==> src/rtl/fetch_decode.sv <==
// Program counter, instruction fetch over req/ack, decode into control fields, and JCTL branch resolution.
// Three or more cycles per instruction; stalls in FETCH until imem_ack, and in EXEC while exec_busy is high.
module fetch_decode #(
  parameter int PC_WIDTH = 8
) (
  input  logic                CLK,
  input  logic                RST,
  output logic [PC_WIDTH-1:0] imem_addr,
  output logic                imem_req,
  input  logic                imem_ack,
  input  logic [23:0]         imem_data,
  input  logic                exec_busy,
  input  logic                alu_zero,
  output logic [3:0]          a_addr,
  output logic [3:0]          b_addr,
  output logic [3:0]          c_addr,
  output logic [7:0]          immediate_val,
  output logic [7:0]          addr,
  output logic [2:0]          alu_control,
  output logic [1:0]          JCTL,
  output logic                im_sel,
  output logic                reg_write,
  output logic                data_read,
  output logic                data_write,
  output logic                reg_addr,
  output logic                issue_valid,
  output logic                halted,
  output logic [PC_WIDTH-1:0] pc
);

  typedef enum logic [2:0] {
    S_IDLE,
    S_FETCH,
    S_DECODE,
    S_EXEC,
    S_HALT
  } state_t;

  state_t r_state;
  state_t w_next;

  logic [PC_WIDTH-1:0] r_pc;
  logic [3:0]          r_op;
  logic [3:0]          r_a;
  logic [3:0]          r_b;
  logic [3:0]          r_c;
  logic [7:0]          r_imm;
  logic [2:0]          r_alu;
  logic [1:0]          r_jctl;
  logic                r_im_sel;
  logic                r_reg_write;
  logic                r_data_read;
  logic                r_data_write;
  logic                r_reg_addr;

  logic [2:0]          w_alu;
  logic [1:0]          w_jctl;
  logic                w_im_sel;
  logic                w_reg_write;
  logic                w_data_read;
  logic                w_data_write;
  logic                w_reg_addr;
  logic                w_take;
  logic [PC_WIDTH-1:0] w_pc_next;

  // Opcode to control-field map; anything not set for an opcode stays 0.
  always_comb begin
    w_alu        = 3'b000;
    w_jctl       = 2'b00;
    w_im_sel     = 1'b0;
    w_reg_write  = 1'b0;
    w_data_read  = 1'b0;
    w_data_write = 1'b0;
    w_reg_addr   = 1'b0;
    case (imem_data[23:20])
      4'h1: begin w_alu = 3'b000; w_reg_write = 1'b1; end
      4'h2: begin w_alu = 3'b001; w_reg_write = 1'b1; end
      4'h3: begin w_alu = 3'b010; w_reg_write = 1'b1; end
      4'h4: begin w_alu = 3'b011; w_reg_write = 1'b1; end
      4'h5: begin w_alu = 3'b100; w_reg_write = 1'b1; end
      4'h6: begin w_alu = 3'b000; w_im_sel = 1'b1; w_reg_write = 1'b1; end
      4'h7: begin w_alu = 3'b101; w_im_sel = 1'b1; w_reg_write = 1'b1; end
      4'h8: begin w_data_read = 1'b1; w_reg_write = 1'b1; end
      4'h9: w_data_write = 1'b1;
      4'hA: begin w_data_read = 1'b1; w_reg_write = 1'b1; w_reg_addr = 1'b1; end
      4'hB: begin w_data_write = 1'b1; w_reg_addr = 1'b1; end
      4'hC: w_jctl = 2'b01;
      4'hD: w_jctl = 2'b10;
      4'hE: w_jctl = 2'b11;
      default: ;
    endcase
  end

  always_comb begin
    case (r_jctl)
      2'b01:   w_take = 1'b1;
      2'b10:   w_take = alu_zero;
      2'b11:   w_take = ~alu_zero;
      default: w_take = 1'b0;
    endcase
    w_pc_next = w_take ? r_imm[PC_WIDTH-1:0]
                       : r_pc + {{(PC_WIDTH-1){1'b0}}, 1'b1};
  end

  always_ff @(posedge CLK) begin
    if (RST) r_state <= S_IDLE;
    else     r_state <= w_next;
  end

  always_comb begin
    w_next      = r_state;
    imem_req    = 1'b0;
    issue_valid = 1'b0;
    halted      = 1'b0;
    case (r_state)
      S_IDLE:   w_next = S_FETCH;
      S_FETCH: begin
        imem_req = 1'b1;
        if (imem_ack) w_next = S_DECODE;
      end
      S_DECODE: begin
        issue_valid = 1'b1;
        w_next      = (r_op == 4'hF) ? S_HALT : S_EXEC;
      end
      S_EXEC:   if (!exec_busy) w_next = S_FETCH;
      S_HALT:   halted = 1'b1;
      default:  w_next = S_IDLE;
    endcase
  end

  always_ff @(posedge CLK) begin
    if (RST) begin
      r_pc         <= '0;
      r_op         <= 4'h0;
      r_a          <= 4'h0;
      r_b          <= 4'h0;
      r_c          <= 4'h0;
      r_imm        <= 8'h00;
      r_alu        <= 3'b000;
      r_jctl       <= 2'b00;
      r_im_sel     <= 1'b0;
      r_reg_write  <= 1'b0;
      r_data_read  <= 1'b0;
      r_data_write <= 1'b0;
      r_reg_addr   <= 1'b0;
    end else begin
      if (r_state == S_FETCH && imem_ack) begin
        r_op         <= imem_data[23:20];
        r_c          <= imem_data[19:16];
        r_a          <= imem_data[15:12];
        r_b          <= imem_data[11:8];
        r_imm        <= imem_data[7:0];
        r_alu        <= w_alu;
        r_jctl       <= w_jctl;
        r_im_sel     <= w_im_sel;
        r_reg_write  <= w_reg_write;
        r_data_read  <= w_data_read;
        r_data_write <= w_data_write;
        r_reg_addr   <= w_reg_addr;
      end
      if (r_state == S_EXEC && !exec_busy) r_pc <= w_pc_next;
    end
  end

  // immediate_val and addr are the same field, viewed as data or as a target.
  assign imem_addr     = r_pc;
  assign pc            = r_pc;
  assign a_addr        = r_a;
  assign b_addr        = r_b;
  assign c_addr        = r_c;
  assign immediate_val = r_imm;
  assign addr          = r_imm;
  assign alu_control   = r_alu;
  assign JCTL          = r_jctl;
  assign im_sel        = r_im_sel;
  assign reg_write     = r_reg_write;
  assign data_read     = r_data_read;
  assign data_write    = r_data_write;
  assign reg_addr      = r_reg_addr;

endmodule

==> config.mk <==
export PLATFORM = sky130hd
export DESIGN_NAME = fetch_decode
export DESIGN_NICKNAME = d
export VERILOG_FILES = /design/src/rtl/fetch_decode.sv
export SDC_FILE = /design/constraint.sdc
export NUM_CORES = 1
export LEC_CHECK = 0
export CORE_UTILIZATION = 29
export CTS_BUF_LIST = sky130_fd_sc_hd__clkbuf_8
export CTS_CLUSTER_DIAMETER = 200
export DETAILED_ROUTE_END_ITERATION = 12
export GPL_ROUTABILITY_DRIVEN = 0
export SKIP_CTS_REPAIR_TIMING = 1
export SLEW_MARGIN = 10
export SYNTH_ARGS = -nofsm -noshare
export SYNTH_HDL_FRONTEND = slang
export SYNTH_SLANG_ARGS = --single-unit
==> constraint.sdc <==
create_clock -name CLK -period 3.4 [get_ports CLK]
set_input_delay 0.34 -clock CLK [delete_from_list [all_inputs] [get_ports CLK]]
set_output_delay 0.34 -clock CLK [all_outputs]
set_load 0.01 [all_outputs]
==> results of run 1 <==
[sequential cells by signal, summed over array words and instances (netlist names)]
| register | count |
|---|---|
| JCTL | 2 |
| a_addr | 4 |
| addr | 8 |
| alu_control | 3 |
| b_addr | 4 |
| c_addr | 4 |
| data_read | 1 |
| data_write | 1 |
| im_sel | 1 |
| imem_addr | 8 |
| r_op | 4 |
| r_state | 3 |
| reg_addr | 1 |
| reg_write | 1 |
[logic make-up after synthesis]
family | share of synthesized area
DFF | 0.430
adders and majority gates | 0.00597
AOI/OAI and AO/OA | 0.147
and+or+nand+nor | 0.247
xor gates and xnor gates | 0.0119
buffers and inverters | 0.119
muxes | 0.0382
[layout by cell type (no fill, tap or decap), types with 2 or more instances in the layout]
cell type,n
a21oi_1,39
nand4bb_1,2
nand3_1,9
clkdlybuf4s50_1,84
inv_1,9
clkbuf_8,6
nand2_1,64
nor2_1,13
nor3b_1,2
nor2b_1,3
a22oi_1,2
o32ai_1,5
nand2b_1,4
nor4_1,2
nand4_1,3
buf_4,2
nor3_1,7
mux2i_1,8
dfxtp_1,45
[synthesized netlist by cell type, types with 2 or more instances]
library cell / count / area (um2)
nand4bb_1: 2 / 22.5
nand2_1: 64 / 240
nor3b_1: 2 / 15.0
a22oi_1: 2 / 15.0
clkbuf_1: 6 / 22.5
nor2b_1: 3 / 18.8
dfxtp_1: 45 / 901
nand2b_1: 4 / 25.0
buf_4: 17 / 128
nand4_1: 3 / 18.8
nor4_1: 2 / 12.5
o32ai_1: 5 / 43.8
mux2i_1: 8 / 80.1
inv_1: 8 / 30.0
nor3_1: 7 / 35.0
nand3_1: 9 / 45.0
buf_2: 11 / 55.1
nor2_1: 13 / 48.8
a21oi_1: 39 / 195
[through the flow]
step	setup WS [ps]	utilization
floorplan	2090	-
global placement	1320	0.417
detailed placement	1290	0.417
CTS	1460	0.429
global route	1360	0.429
finish	1480	0.429
[worst paths after layout]
check                  from        endpoint  slack, ps  depth (start not counted)
max              r_state[1]     issue_valid       1480                          3
min          alu_control[2]  alu_control[2]        450                          2
max reg2reg      r_state[1]  alu_control[1]       1630                          5
min reg2reg  alu_control[2]  alu_control[2]        450                          2
[cell type report]
cell class              count  area [um2]
clock buffers               6        82.6
clock inverters             1        3.75
multi-input cells         178         951
well taps                  96         120
fillers                   722        3920
flip-flops and latches     45         901
repair buffers             87         861
inverters                   8        30.0
[per-layer routing]
layer | up-vias | share of wire | track usage
li1 | 1000 | - | -
met1 | 844 | 0.48 | 0.187
met2 | 51 | 0.45 | 0.214
met3 | 4 | 0.063 | 0.0427
met4 | 0 | 0.0085 | 0.0409
met5 | - | 0 | 0
[worst max-delay path, stage by stage (launching register included)]
cell and delay (ps):
dfxtp_1 520, nand2b_1 150, nor2_1 100, clkdlybuf4s50_1 540
[power breakdown]
group | switching [mW] | internal, mW | total (mW)
clock network | 0.165 | 0.158 | 0.323
logic | 0.0719 | 0.0849 | 0.157
registers | 0.0179 | 0.545 | 0.563
total | 0.255 | 0.789 | 1.04
==> metrics, run 1 <==
Max VDD drop around 170 uV; fmax between 500 and 600 MHz; vias in the first global route approximately 1700; Worst setup SP type register; hpwl dp about 3.6 mm; area grow syn2layout 40.7%; die area between 7000 and 8000 um2; P per Cell Area 354 nW/um2; Die Wd 87.0 um; Total Neg Setup Slack 0 ps; Port-buffer cells between 80 and 90; Total Routing Usage GR 0.139; worst-path maximum fanout 9; DRC 0; Cells after Synth 267; status completed; Worst Hold Class reg2reg; Final nets between 300 and 400; Final setup viols 0; mapped cell area 2100 um2; vias post-DR roughly 1900; Yosys Warn Count 0; Arrival @ worst endpoint around 1600 ps; Critical Path RT approximately 3100 ps; Slew Viols, Final 0; CTS tree yes; Avg Synthesized Cell Area 7.85 um2; largest net degree at the start of global routing 47; antenna violations before repair 0; Final period util 0.565; crit path kind reg2out; relative slew slack 0.427; fin cells about 420; share of post-route cells with drive strength above 1 0.0369; dominant synthesized flop cell dfxtp_1; first drt pass iteration count 4; clk sinks 45; Avg Vias per Cell ~4.5; ant diodes 0; clk_skew between 6 and 7 ps; gr ovfl total 0; Worst setup EP type output pin; initial DRC count 76; H-tree Lvls 2; Hold Vio Cnt, Final 0; Initial Util 0.305; Slew @ Worst Pin 860 ps; Root Buffer clkbuf_8; syn nets just under 300; CORE AREA about 6900 um2; crit path time final about 1900 ps; Longest Clk Path Bufs 2; row count 30; WL/cell about 12 um; Async SR Flop Fraction 0; flops & latches, synth 45; global-route wire length before repair about 8.3 mm; post-placement cell area roughly 2900 um2; Tot Pwr approximately 1.0 mW; dpl cells 414; DRT antenna net count 0; number of synthesized flops with an enable pin 0; top-level I/O count 86; Pleak between 1 and 1.5 nW; WL final just over 5 mm; Max Cap Violations 0; chip height roughly 87 um; Distinct cells, synth 36; worst skew pair latency slightly below 300 ps; cts bufs inserted 5; Final Cell Area roughly 2900 um2; setup repair after global routing missed its margin no; sequential share of the synthesized area 0.430; clock-pin slew on the worst setup and hold paths ~80 ps; Fin Hold WS 453 ps
No activity file was read; power rests on OpenSTA's default activity.
==> run 2: changes to the inputs <==
==> constraint.sdc (replaced) <==
create_clock -name CLK -period 1.6 [get_ports CLK]
set_input_delay 0.16 -clock CLK [delete_from_list [all_inputs] [get_ports CLK]]
set_output_delay 0.16 -clock CLK [all_outputs]
set_load 0.01 [all_outputs]
==> metrics, run 2 (synthesis results as in run 1) <==
status completed (unchanged); chip height 87.0 um (unchanged); ant diodes 0 (unchanged); final core occ 0.451 (was 0.429); crit path kind reg2out (unchanged); Critical Path RT 1440 ps (was 3060 ps); DRC 0 (unchanged); setup repair after global routing missed its margin no (unchanged); CP Cell Sequence clkdlybuf4s50_1 (was nand2b_1 -> nor2_1 -> clkdlybuf4s50_1); Final period util 0.941; Initial Util 0.305 (unchanged); CTS tree yes (unchanged); worst skew pair latency 290 ps (about the same); P per Cell Area 732 nW/um2 (was 354 nW/um2); WL/cell 12.3 um (was 12.1 um); die area 7570 um2 (unchanged); Max Cap Violations 0 (unchanged); first drt pass iteration count 4 (unchanged); Critical-path top delay cell clkdlybuf4s50_1 (unchanged); Fillers 714 (was 722); clock-pin slew on the worst setup and hold paths 80 ps (about the same); crit path time final about 1500 ps; H-tree Lvls 2 (unchanged); antenna violations before repair 0 (unchanged); Bufs and invs on worst path 1 (unchanged); Register Area 907 um2 (was 901 um2); worst-path maximum fanout 7 (was 9); CORE AREA 6870 um2 (unchanged); DRT antenna net count 0 (unchanged); vias in the first global route 1847 (was 1747); Die Wd 87.0 um (unchanged); clk_skew 3.73 ps (was 6.16 ps); fmax roughly 660 MHz; Total Routing Usage GR 0.144 (was 0.139); Fin Hold WS 308 ps (was 453 ps); CP top delay family buffers and inverters (unchanged); hpwl dp 3.72 mm (was 3.58 mm); Longest Clk Path Bufs 2 (unchanged); multi-input logic area 958 um2 (was 951 um2); commonest cells after routing, fill and taps aside clkdlybuf4s50_1, nand2_1, dfxtp_1 (unchanged); top-level I/O count 86 (unchanged); initial DRC count 34 (was 76); share of post-route cells with drive strength above 1 0.0831 (was 0.0369); Worst setup SP type register (unchanged); WL final 5.33 mm (was 5.08 mm); Slew Viols, Final 0 (unchanged); Worst setup EP type output pin (unchanged); Total Neg Setup Slack 0 ps (unchanged); cts bufs inserted 5 (unchanged); area grow syn2layout 47.8% (was 40.7%); Final setup viols 0 (unchanged); Hold Vio Cnt, Final 0 (unchanged); Pleak 1.13 nW (was 1.01 nW); relative slew slack 0.694 (was 0.427); global-route wire length before repair 8.59 mm (was 8.29 mm); row count 30 (unchanged); Port-buffer cells 85 (unchanged); clk sinks 45 (unchanged); Root Buffer clkbuf_8 (unchanged); vias post-DR 1990 (was 1899); leading cell type in the layout, fill and taps excluded clkdlybuf4s50_1 (unchanged); Avg Vias per Cell 4.60 (was 4.51); CP max stage delay 590 ps (was 540 ps); largest net degree at the start of global routing 37 (was 47); Arrival @ worst endpoint 1350 ps (was 1580 ps); Slew @ Worst Pin 459 ps (was 860 ps); Final nets 367 (was 355); Max VDD drop 320 uV (was 172 uV); Tot Pwr 2.27 mW (was 1.04 mW); gr ovfl total 0 (unchanged); Worst Hold Class in2reg (was reg2reg)
==> run 2: changes by cell type in the layout (fill, tap and decap cells not counted) <==
cell,change
buf_4,+9
nand2b_4,+1
dfxtp_2,+2
nand2b_1,-1
dfxtp_1,-3
dfxtp_4,+1
buf_12,+3
clkdlybuf4s50_1,-3
dlymetal6s2s_1,+3
==> run 2: worst paths after layout <==
kind | from | to | slack [ps] | cells past startpoint
setup reg to reg | imem_addr[1] | imem_addr[6] | 240 | 5
hold / removal | RST | addr[1] | 310 | 2
hold reg to reg | im_sel | im_sel | 450 | 2
setup / recovery | imem_addr[1] | imem_addr[1] | 90 | 1
==> run 2: per-stage QoR <==
stage | setup slack, ps | std cells | area (um2)
4_1_cts | -157 | 433 | 3080
3_5_place_dp | 56.5 | 426 | 2990
6_report | 94.3 | 433 | 3100
2_1_floorplan | 291 | 267 | 2100
3_3_place_gp | 70.7 | 426 | 2990
5_1_grt | 29.6 | 433 | 3100
==> run 2: cell type report <==
cell class,instances,area share
flip-flops and latches,45,0.293
well taps,96,0.0388
clock buffers,6,0.0267
clock inverters,1,0.00121
repair buffers,99,0.321
multi-input cells,178,0.309
inverters,8,0.00969
==> run 2: routing by layer <==
layer  vias to the layer above  share of wire  track usage
met2                        47           0.48        0.238
met3                         4          0.049       0.0408
met1                       913           0.46        0.183
met4                         0         0.0079       0.0409
met5                         -              0            0
li1                       1026              -            -
==> run 2: power by group <==
part           switching (mW)  total, mW  internal (mW)
Sequential             0.0362       1.20           1.16
Combinational           0.162      0.365          0.203
Clock                   0.369      0.706          0.337
Total                   0.568       2.27           1.70
==> run 3: changes to the inputs <==
--- a/config.mk
+++ b/config.mk
@@ -5,8 +5,8 @@
 export SDC_FILE = /design/constraint.sdc
 export NUM_CORES = 1
 export LEC_CHECK = 0
+export ABC_AREA = 1
 export CORE_UTILIZATION = 29
-export CTS_BUF_LIST = sky130_fd_sc_hd__clkbuf_8
 export CTS_CLUSTER_DIAMETER = 200
 export DETAILED_ROUTE_END_ITERATION = 12
 export GPL_ROUTABILITY_DRIVEN = 0
==> metrics, run 3 <==
status completed (unchanged); H-tree Lvls 2 (unchanged); Final nets 400 (was 367); Cells after Synth 297 (was 267); Worst Hold Class reg2reg (was in2reg); Synth Area in Compound Gates 0.170 (was 0.147); Port-buffer cells 85 (unchanged); Async SR Flop Fraction 0 (unchanged); CTS tree yes (unchanged); post-synthesis simple-gate area fraction 0.251 (was 0.247); flops & latches, synth 45 (unchanged); Max Cap Violations 0 (unchanged); top-level I/O count 86 (unchanged); top post-synthesis cells by area dfxtp_1, nor2_1, nand2_1 (was dfxtp_1, nand2_1, a21oi_1); vias post-DR 2088 (was 1990); Avg Synthesized Cell Area 7.14 um2 (was 7.85 um2); CP startpoint imem_addr[0] (was imem_addr[1]); Synth Area in XOR/XNOR 0 (was 0.0119); Critical Path RT 1440 ps (about the same); area grow syn2layout 46.2% (was 47.8%); cts bufs inserted 5 (unchanged); CORE AREA 6940 um2 (was 6870 um2); global-route wire length before repair 8.75 mm (was 8.59 mm); Critical-path top delay cell clkdlybuf4s50_1 (unchanged); Yosys Warn Count 0 (unchanged); Arrival @ worst endpoint 1330 ps (was 1350 ps); mux contribution to synthesized area 0 (was 0.0382); gr ovfl total 0 (unchanged); leading cell type in the layout, fill and taps excluded clkdlybuf4s50_1 (unchanged); Slew Viols, Final 0 (unchanged); CP Cell Sequence clkdlybuf4s50_1 (unchanged); Fin Hold WS 470 ps (was 308 ps); syn nets 327 (was 297); CP top delay family buffers and inverters (unchanged); WL final 5.33 mm (about the same); Yosys top cell by area dfxtp_1 (unchanged); Combinational Power Share 0.208 (was 0.161); Longest Clk Path Bufs 2 (unchanged); RR Startpoint r_state[2] (was imem_addr[1]); WL/cell 11.4 um (was 12.3 um); most frequent cells after synthesis nor2_1, nand2_1, dfxtp_1 (was nand2_1, dfxtp_1, a21oi_1); setup ws final 111 ps (was 94.3 ps); switching power 0.700 mW (was 0.568 mW); DP Worst Slack 73.0 ps (was 56.5 ps); hold path start reg_addr (was RST); Hold Vio Cnt, Final 0 (unchanged); first drt pass iteration count 4 (unchanged); P per Cell Area 873 nW/um2 (was 732 nW/um2); Root Buffer clkbuf_8 (unchanged); Distinct cells, synth 27 (was 36); crit path time final 1490 ps (was 1510 ps); post-synthesis adder-cell area fraction 0.00590 (was 0.00597); Final period util 0.931 (was 0.941); clock network fraction of total power 0.329 (was 0.312); number of synthesized flops with an enable pin 0 (unchanged); Die Wd 87.5 um (was 87.0 um); worst-path maximum fanout 7 (unchanged); Fillers 714 (unchanged); Worst setup SP type register (unchanged); ant diodes 0 (unchanged); commonest cells after routing, fill and taps aside clkdlybuf4s50_1, nor2_1, nand2_1 (was clkdlybuf4s50_1, nand2_1, dfxtp_1); Pleak 1.23 nW (was 1.13 nW); Net Sw Frac 0.259 (was 0.251); clock-pin slew on the worst setup and hold paths 80 ps (about the same); Initial Util 0.305 (about the same); Slew @ Worst Pin 282 ps (was 459 ps); DRC 0 (unchanged); share of post-route cells with drive strength above 1 0.0782 (was 0.0831); DRT antenna net count 0 (unchanged); setup repair after global routing missed its margin no (unchanged); vias in the first global route 1916 (was 1847); Pint 2.01 mW (was 1.70 mW); worst skew pair latency 300 ps (was 290 ps); Final setup viols 0 (unchanged); Bufs and invs on worst path 1 (unchanged); Worst setup EP type output pin (unchanged); antenna violations before repair 0 (unchanged); sequential share of the synthesized area 0.425 (was 0.430); hpwl dp 4.09 mm (was 3.72 mm); dominant synthesized flop cell dfxtp_1 (unchanged); most common cell in the synthesized netlist nor2_1 (was nand2_1); fmax 672 MHz (was 664 MHz); largest net degree at the start of global routing 24 (was 37); sequential power share 0.463 (was 0.527); mapped cell area 2120 um2 (was 2100 um2); largest family of logic cells by synthesized area simple AND/OR/NAND/NOR gates (unchanged); clk_skew 7.60 ps (was 3.73 ps); share of the synthesized area in the top cell type 0.425 (was 0.430); Avg Vias per Cell 4.47 (was 4.60); crit path kind reg2out (unchanged); initial DRC count 72 (was 34); clk sinks 45 (unchanged); Max VDD drop 364 uV (was 320 uV); chip height 87.5 um (was 87.0 um); row count 30 (unchanged); relative slew slack 0.811 (was 0.694); Total Routing Usage GR 0.150 (was 0.144); CP max stage delay 580 ps (was 590 ps); die area 7660 um2 (was 7570 um2)
-- run 3: path summary, 6_finish.rpt --
kind / to / slack [ps] / cells after the start
min: reg_addr / 470 / 2
max reg2reg: b_addr[0] / 270 / 6
min reg2reg: reg_addr / 470 / 2
max: imem_addr[0] / 110 / 1
-- run 3: power by group through the flow --
stage               clock, mW  combinational [mW]  sequential [mW]
floorplan                   0               0.270             1.30
global placement            0               0.564             1.28
detailed placement          0               0.570             1.28
CTS                     0.919               0.572             1.26
global route            0.956               0.624             1.27
finish                  0.890               0.563             1.25
-- run 3: cell families (layout without fill, tap and decap cells) --
family,Yosys count,count (layout)
AND/OR/NAND/NOR,125,125
AO/OA/AOI/OAI,67,67
buffers and inverters,59,133
flip-flops,45,45
adder cells (fa/ha/maj),1,1
-- run 3: metal layers --
| metal | vias to the layer above | GRT usage | part of all wire |
|---|---|---|---|
| li1 | 1088 | - | - |
| met3 | 7 | 0.0332 | 0.045 |
| met4 | 0 | 0.0626 | 0.017 |
| met1 | 930 | 0.184 | 0.46 |
| met2 | 63 | 0.254 | 0.47 |
| met5 | - | 0 | 0 |
-- run 3: area by class of cell --
cell class / instances / area (um2) / area share
Clock buffer: 7 / 86.3 / 0.0278
Inverter: 29 / 110 / 0.0355
Sequential cell: 45 / 902 / 0.291
Clock inverter: 1 / 30.0 / 0.00969
Tap cell: 96 / 120 / 0.0387
Multi-Input combinational cell: 193 / 911 / 0.294
Timing Repair Buffer: 96 / 941 / 0.303
-- run 3: per-stage QoR --
step / cells / cell area [um2] / util / power (mW) / setup TNS, ps
4_1_cts: 467 / 3090 / 0.445 / 2.75 / -343
3_5_place_dp: 459 / 2970 / 0.428 / 1.85 / 0
3_3_place_gp: 459 / 2970 / 0.428 / 1.85 / 0
5_1_grt: 467 / 3100 / 0.446 / 2.85 / 0
2_1_floorplan: 297 / 2120 / - / 1.57 / 0
6_report: 467 / 3100 / 0.446 / 2.71 / 0
